===== src/rtl/wn_skid_buffer.sv =====
// wn_skid_buffer: two-entry AXI-Stream register slice with fully registered outputs
module wn_skid_buffer #(
    parameter int DATA_WIDTH = 8,
    parameter int USER_WIDTH = 8
) (
    input  logic                  clock,
    input  logic                  reset,
    input  logic                  input_tvalid,
    output logic                  input_tready,
    input  logic [DATA_WIDTH-1:0] input_tdata,
    input  logic [USER_WIDTH-1:0] input_tuser,
    input  logic                  input_tlast,
    output logic                  output_tvalid,
    input  logic                  output_tready,
    output logic [DATA_WIDTH-1:0] output_tdata,
    output logic [USER_WIDTH-1:0] output_tuser,
    output logic                  output_tlast
);
    localparam int W = DATA_WIDTH + USER_WIDTH + 1;
    // bit 0 is output_tvalid, bit 1 is skid_valid, so both come straight from flops
    typedef enum logic [1:0] {EMPTY = 2'b00, BUSY = 2'b01, FULL = 2'b11} state_t;
    state_t state_q, state_d;
    logic [W-1:0] out_q, out_d, skid_q, skid_d, in_beat;
    logic in_ready_q, in_ready_d, accept, pop;
    assign in_beat = {input_tdata, input_tuser, input_tlast};
    assign accept = input_tvalid & in_ready_q;
    assign pop = state_q[0] & output_tready;
    always_comb begin
        state_d = state_q;
        out_d = out_q;
        skid_d = skid_q;
        case (state_q)
            EMPTY: if (accept) begin
                out_d = in_beat;
                state_d = BUSY;
            end
            BUSY: if (accept && pop) out_d = in_beat;
                else if (accept) begin
                    skid_d = in_beat;
                    state_d = FULL;
                end else if (pop) state_d = EMPTY;
            FULL: if (pop) begin
                out_d = skid_q;
                state_d = BUSY;
            end
            default: state_d = EMPTY;
        endcase
        in_ready_d = !state_d[1];
    end
    always_ff @(posedge clock) begin
        if (reset) begin
            state_q <= EMPTY;
            out_q <= '0;
            skid_q <= '0;
            in_ready_q <= 1'b0;
        end else begin
            state_q <= state_d;
            out_q <= out_d;
            skid_q <= skid_d;
            in_ready_q <= in_ready_d;
        end
    end
    assign input_tready = in_ready_q;
    assign output_tvalid = state_q[0];
    assign {output_tdata, output_tuser, output_tlast} = out_q;
endmodule


===== config.mk =====
export PLATFORM = sky130hd
export DESIGN_NAME = wn_skid_buffer
export DESIGN_NICKNAME = d
export VERILOG_FILES = /design/src/rtl/wn_skid_buffer.sv
export SDC_FILE = /design/constraint.sdc
export NUM_CORES = 1
export LEC_CHECK = 0
export CAP_MARGIN = 20
export CORE_MARGIN = 5
export CORE_UTILIZATION = 45
export CTS_BUF_LIST = sky130_fd_sc_hd__clkbuf_8
export CTS_CLUSTER_SIZE = 16
export DETAILED_ROUTE_END_ITERATION = 16
export PLACE_DENSITY_LB_ADDON = 0.3
export SYNTH_ARGS = -nofsm -noshare
export SYNTH_HDL_FRONTEND = slang
export SYNTH_SLANG_ARGS = --single-unit

===== constraint.sdc =====
create_clock -name clock -period 4.3 [get_ports clock]
set_clock_uncertainty 0.1 [all_clocks]
set_input_delay 1.075 -clock clock [delete_from_list [all_inputs] [get_ports clock]]
set_output_delay 1.075 -clock clock [all_outputs]
set_load 0.1 [all_outputs]

* Word level (Yosys, flattened, before mapping)
Cells that the tools add are included.
Storage, ports and cells: register bits 37, input port bits 21
Operators by class: equality and inequality tests 7, multiplexer cells 10, bitwise logic cells 3, reductions and logical operators 7
Operators with widths (number):
- $mux W17 | 3
- $pmux W17 S3 | 1
- $mux W2 | 5
- $ne A2 B2 Y1 const B | 4
- $reduce_and A4 Y1 | 2
- $pmux W2 S3 | 1
- $ne A3 B3 Y1 const B | 1
- $reduce_and A3 Y1 | 1
- $reduce_bool A3 Y1 | 1
- $and A1 B1 Y1 | 2
- $eq A2 B1 Y1 const B | 1
- $eq A2 B2 Y1 const B | 1
- $logic_not A2 Y1 | 1
- $logic_and A1 B1 Y1 | 1
- $logic_not A1 Y1 | 1
- $not A1 Y1 | 1

* Longest topological paths before layout
depth after elaboration 6, mapped depth 8

* Worst setup path before layout
OpenSTA, ideal clock, no wires.
kind reg2reg, start point register state_q[0], end point register out_q[16], setup time 81 ps, arrival 2602 ps, data required time 4119 ps, setup slack 1517 ps, stages on the path, launching flop included 8, path buffers 1, path through dfxtp_1 -> inv_1 -> ha_1 -> nor2b_1 -> a2111oi_4 -> buf_6 -> nor2_2 -> a211oi_2
Between the ends: longest elaborated chain between the ends 4, elaborated cells on any way between the ends 11
Ends and longest elaborated chain:
- from (decl) | line 22 | state_t state_q, state_d;
- from (signal assigned) | line 57 | state_q <= state_d;
- $and A1 B1 Y1 | line 27 | assign pop = state_q[0] & output_tready;
- $logic_and A1 B1 Y1 | line 37 | BUSY: if (accept && pop) out_d = in_beat;
- $ne A2 B2 Y1 (no source line)
- $reduce_and A4 Y1 (no source line)
- to (signal assigned) | line 58 | out_q <= out_d;
- to (decl) | line 23 | logic [W-1:0] out_q, out_d, skid_q, skid_d, in_beat;
Several ways; a longest one is shown, not always the timed one. A chain may end at the register's enable or synchronous reset.

* Worst setup path in the final report
start point register state_q[0], end point output output_tvalid
RTL lines:
- to (decl) | line 13 | output logic output_tvalid,
No word-level cell between the ends.

==> flow_metrics.env <==
export IMPL_sequential_fraction_of_the_synthesis_area=0.4382
export IMPL_final_antenna_net_count=0
export IMPL_diodes=0
export IMPL_fin_setup_tns_ns=0
export IMPL_syn_inst=182
export IMPL_max_vdd_ir_drop_v=0.0005051
export IMPL_layout_nets=244
export IMPL_result_of_the_run="complete, no violations"
export IMPL_count_of_cell_types_in_the_netlist=28
export IMPL_cts_htree_levels=2
export IMPL_preCtsSetupSlack_ns=1.065
export IMPL_synth_top_flop_cell="sky130_fd_sc_hd__dfxtp_1"
export IMPL_path_clk_slew_ns=0.07
export IMPL_tritoncts_num_buffers=5
export IMPL_globalRouteMet2Util=0.2010
export IMPL_via_count=1383
export IMPL_path_cells="clkdlybuf4s50_1"
export IMPL_r2r_start="state_q[0]"
export IMPL_final_setup_viol_count=0
export IMPL_number_of_global_route_vias_before_repair=1215
export IMPL_cp_arrival_ns=1.94
export IMPL_dieArea_sq_um=5082
export IMPL_floorplan_die_height_um=71.29
export IMPL_critical_path_n_buffers_inverters=1
export IMPL_number_of_antenna_violations_at_the_first_check_in_global_routing=0
export IMPL_chipWidth_um=71.29
export IMPL_tritoncts="done"
export IMPL_std_cell_rows=22
export IMPL_post_cts_resized_instances=0
export IMPL_vias_per_cell=5.160
export IMPL_buffer_ports_inserted=39
export IMPL_grt_ovfl_total=0
export IMPL_power_leakage_nw=0.7286
export IMPL_hold_violations=0
export IMPL_worst_setup_path_start_kind="flop"
export IMPL_grt_setup_unrepaired="false"
export IMPL_buffers_from_clock_root_to_sink_at_most=2
export IMPL_drt_iter0_drc=125
export IMPL_core_region_area_sq_um=3661
export IMPL_layout_cell_area_non_filler_sq_um=2197
export IMPL_avgRoutedWirePerCell_um=12.73
export IMPL_most_common_layout_cells="39 x sky130_fd_sc_hd__clkdlybuf4s50_1, 37 x sky130_fd_sc_hd__dfxtp_1, 35 x sky130_fd_sc_hd__nand2_1, 17 x sky130_fd_sc_hd__a21oi_1, 17 x sky130_fd_sc_hd__mux2i_1"
export IMPL_maximum_number_of_pins_on_one_net_before_global_route_repair=23
export IMPL_cts_hold_buf=0
export IMPL_worst_slack_ns=1.185
export IMPL_critPathMaxStageDelay_ns=1.19
export IMPL_dr_pass1_iters=4
export IMPL_fill_cells=319
export IMPL_grt_busiest_layer="met2"
export IMPL_power_density_cell_area_nw_per_um2=771.7
export IMPL_timing_critical_path_required_ns=3.12
export IMPL_final_max_slew_violation_count=0
export IMPL_synthesis_yosys_warnings=0
export IMPL_routabilityCongestion=0.7959
export IMPL_io_pins=40
export IMPL_dpl_cell_count=260
export IMPL_dp_hpwl_um=2337
export IMPL_postRouteWirelength_um=3411
export IMPL_leading_cell_type_in_the_layout_fill_and_taps_excluded="sky130_fd_sc_hd__clkdlybuf4s50_1"
export IMPL_clock_sink_count=37
export IMPL_fmaxAchievable_mhz=321.1
export IMPL_power_w=0.001696
export IMPL_drc=0
export IMPL_synth_edf_count=0
export IMPL_hold_path_start="skid_q[10]"
export IMPL_first_pass_grt_wire_length_um=5582
export IMPL_timing_critical_path_fanout_max=8
export IMPL_cpMaxStageDelayCell="sky130_fd_sc_hd__clkdlybuf4s50_1"
export IMPL_globalRouteMet1Util=0.1908
export IMPL_synthArstFlopShare=0
export IMPL_timing_worst_setup_path_type="reg -> out"
export IMPL_met3_usage=0.03787
export IMPL_cap_violations=0
export IMPL_period_share=0.7244
export IMPL_postCtsSetupBuffers=0
export IMPL_cts_root_buffer="sky130_fd_sc_hd__clkbuf_8"
export IMPL_netlist_area_sq_um=1690
export IMPL_detailed_place_area_sq_um=2096
export IMPL_postSynthNetCount=207
export IMPL_timing_worst_slew_pin_value_ns=0.9718
export IMPL_critical_path_endpoint_type="output pin"
export IMPL_critical_path_top_delay_family="buffers and inverters"
export IMPL_postSynthRegisterBits=37
export IMPL_syn_to_final_growth_pct=29.98
export IMPL_startpoint="state_q[0]"
export IMPL_regToRegSetupSlack_ns=2.08
export IMPL_initial_core_util=0.4617
export IMPL_post_layout_nonfiller_instances=268
export IMPL_timing_slew_headroom=0.3501
export IMPL_hp_class="reg -> reg"
export IMPL_track_usage=0.1367
export IMPL_clk_insertion_delay_late_ns=0.28
export IMPL_postSynthAreaPerCell_sq_um=9.288
export IMPL_min_period_ns=3.115
export IMPL_drive_gt1_frac=0.1364
-- cell usage after synthesis, types with 2 or more instances --
cell type                  number  area share
sky130_fd_sc_hd__mux2i_1       17        0.10
sky130_fd_sc_hd__and3_1         2      0.0074
sky130_fd_sc_hd__buf_1          2      0.0044
sky130_fd_sc_hd__ha_1           4       0.030
sky130_fd_sc_hd__inv_1          4      0.0089
sky130_fd_sc_hd__nand2_1       35       0.078
sky130_fd_sc_hd__nand3_1        2      0.0059
sky130_fd_sc_hd__a211oi_1       5       0.022
sky130_fd_sc_hd__nor2_1        14       0.031
sky130_fd_sc_hd__clkbuf_1       4      0.0089
sky130_fd_sc_hd__nand4_1        2      0.0074
sky130_fd_sc_hd__dfxtp_1       37        0.44
sky130_fd_sc_hd__a211oi_2      13       0.096
sky130_fd_sc_hd__buf_2          3      0.0089
sky130_fd_sc_hd__a21boi_0       2      0.0089
sky130_fd_sc_hd__a21oi_1       17       0.050
sky130_fd_sc_hd__buf_4          2      0.0089
sky130_fd_sc_hd__o21ai_0        4       0.012
sky130_fd_sc_hd__buf_6          2       0.013
sky130_fd_sc_hd__nor2_2         3       0.011
-- flip-flops by register name, summed over array words and instances (netlist names) --
signal,cells
skid_q,17
input_tready,1
out_q,17
state_q,2
-- worst paths after layout --
| kind | end | cells past startpoint |
|---|---|---|
| max | output_tvalid | 1 |
| min | skid_q[10] | 2 |
| max reg2reg | input_tready | 4 |
| min reg2reg | skid_q[10] | 2 |
-- area by class of cell --
cell class | count | area (sq um) | area share
tap | 48 | 60.06 | 0.02733
sequential | 37 | 740.7 | 0.3371
multi-input combinational | 128 | 859.6 | 0.3912
inverter | 4 | 15.01 | 0.006834
clock buffer | 7 | 96.34 | 0.04385
timing repair buffer | 43 | 420.4 | 0.1913
clock inverter | 1 | 5.005 | 0.002278
-- cell families after synthesis --
family	share of synthesized area
adder cells (fa/ha/maj)	0.02961
multiplexers	0.1007
buffers and inverters	0.05328
flip-flops	0.4382
AND/OR/NAND/NOR	0.1510
AO/OA/AOI/OAI	0.2272
-- power breakdown --
part           switching [W]  total, W  leakage, nW  internal [W]
combinational       0.000705  0.000958        0.372      0.000253
clock               0.000121  0.000266       0.0542      0.000145
sequential         0.0000502  0.000472        0.303      0.000422
total               0.000876   0.00170        0.729      0.000820
-- per-stage QoR --
stage	hold slack (ns)	util
floorplan	0.3360	-
global placement	0.3424	0.5725
detailed placement	0.3483	0.5725
CTS	0.3588	0.6001
global route	0.3715	0.6001
finish	0.3565	0.6001
-- routing by layer --
| layer | part of all wire | wire (um) |
|---|---|---|
| met1 | 0.49 | 1675 |
| met2 | 0.45 | 1518 |
| met4 | 0.0091 | 31 |
| met5 | 0 | 0 |
| met3 | 0.055 | 186 |
(Power assumes the default switching activity.)
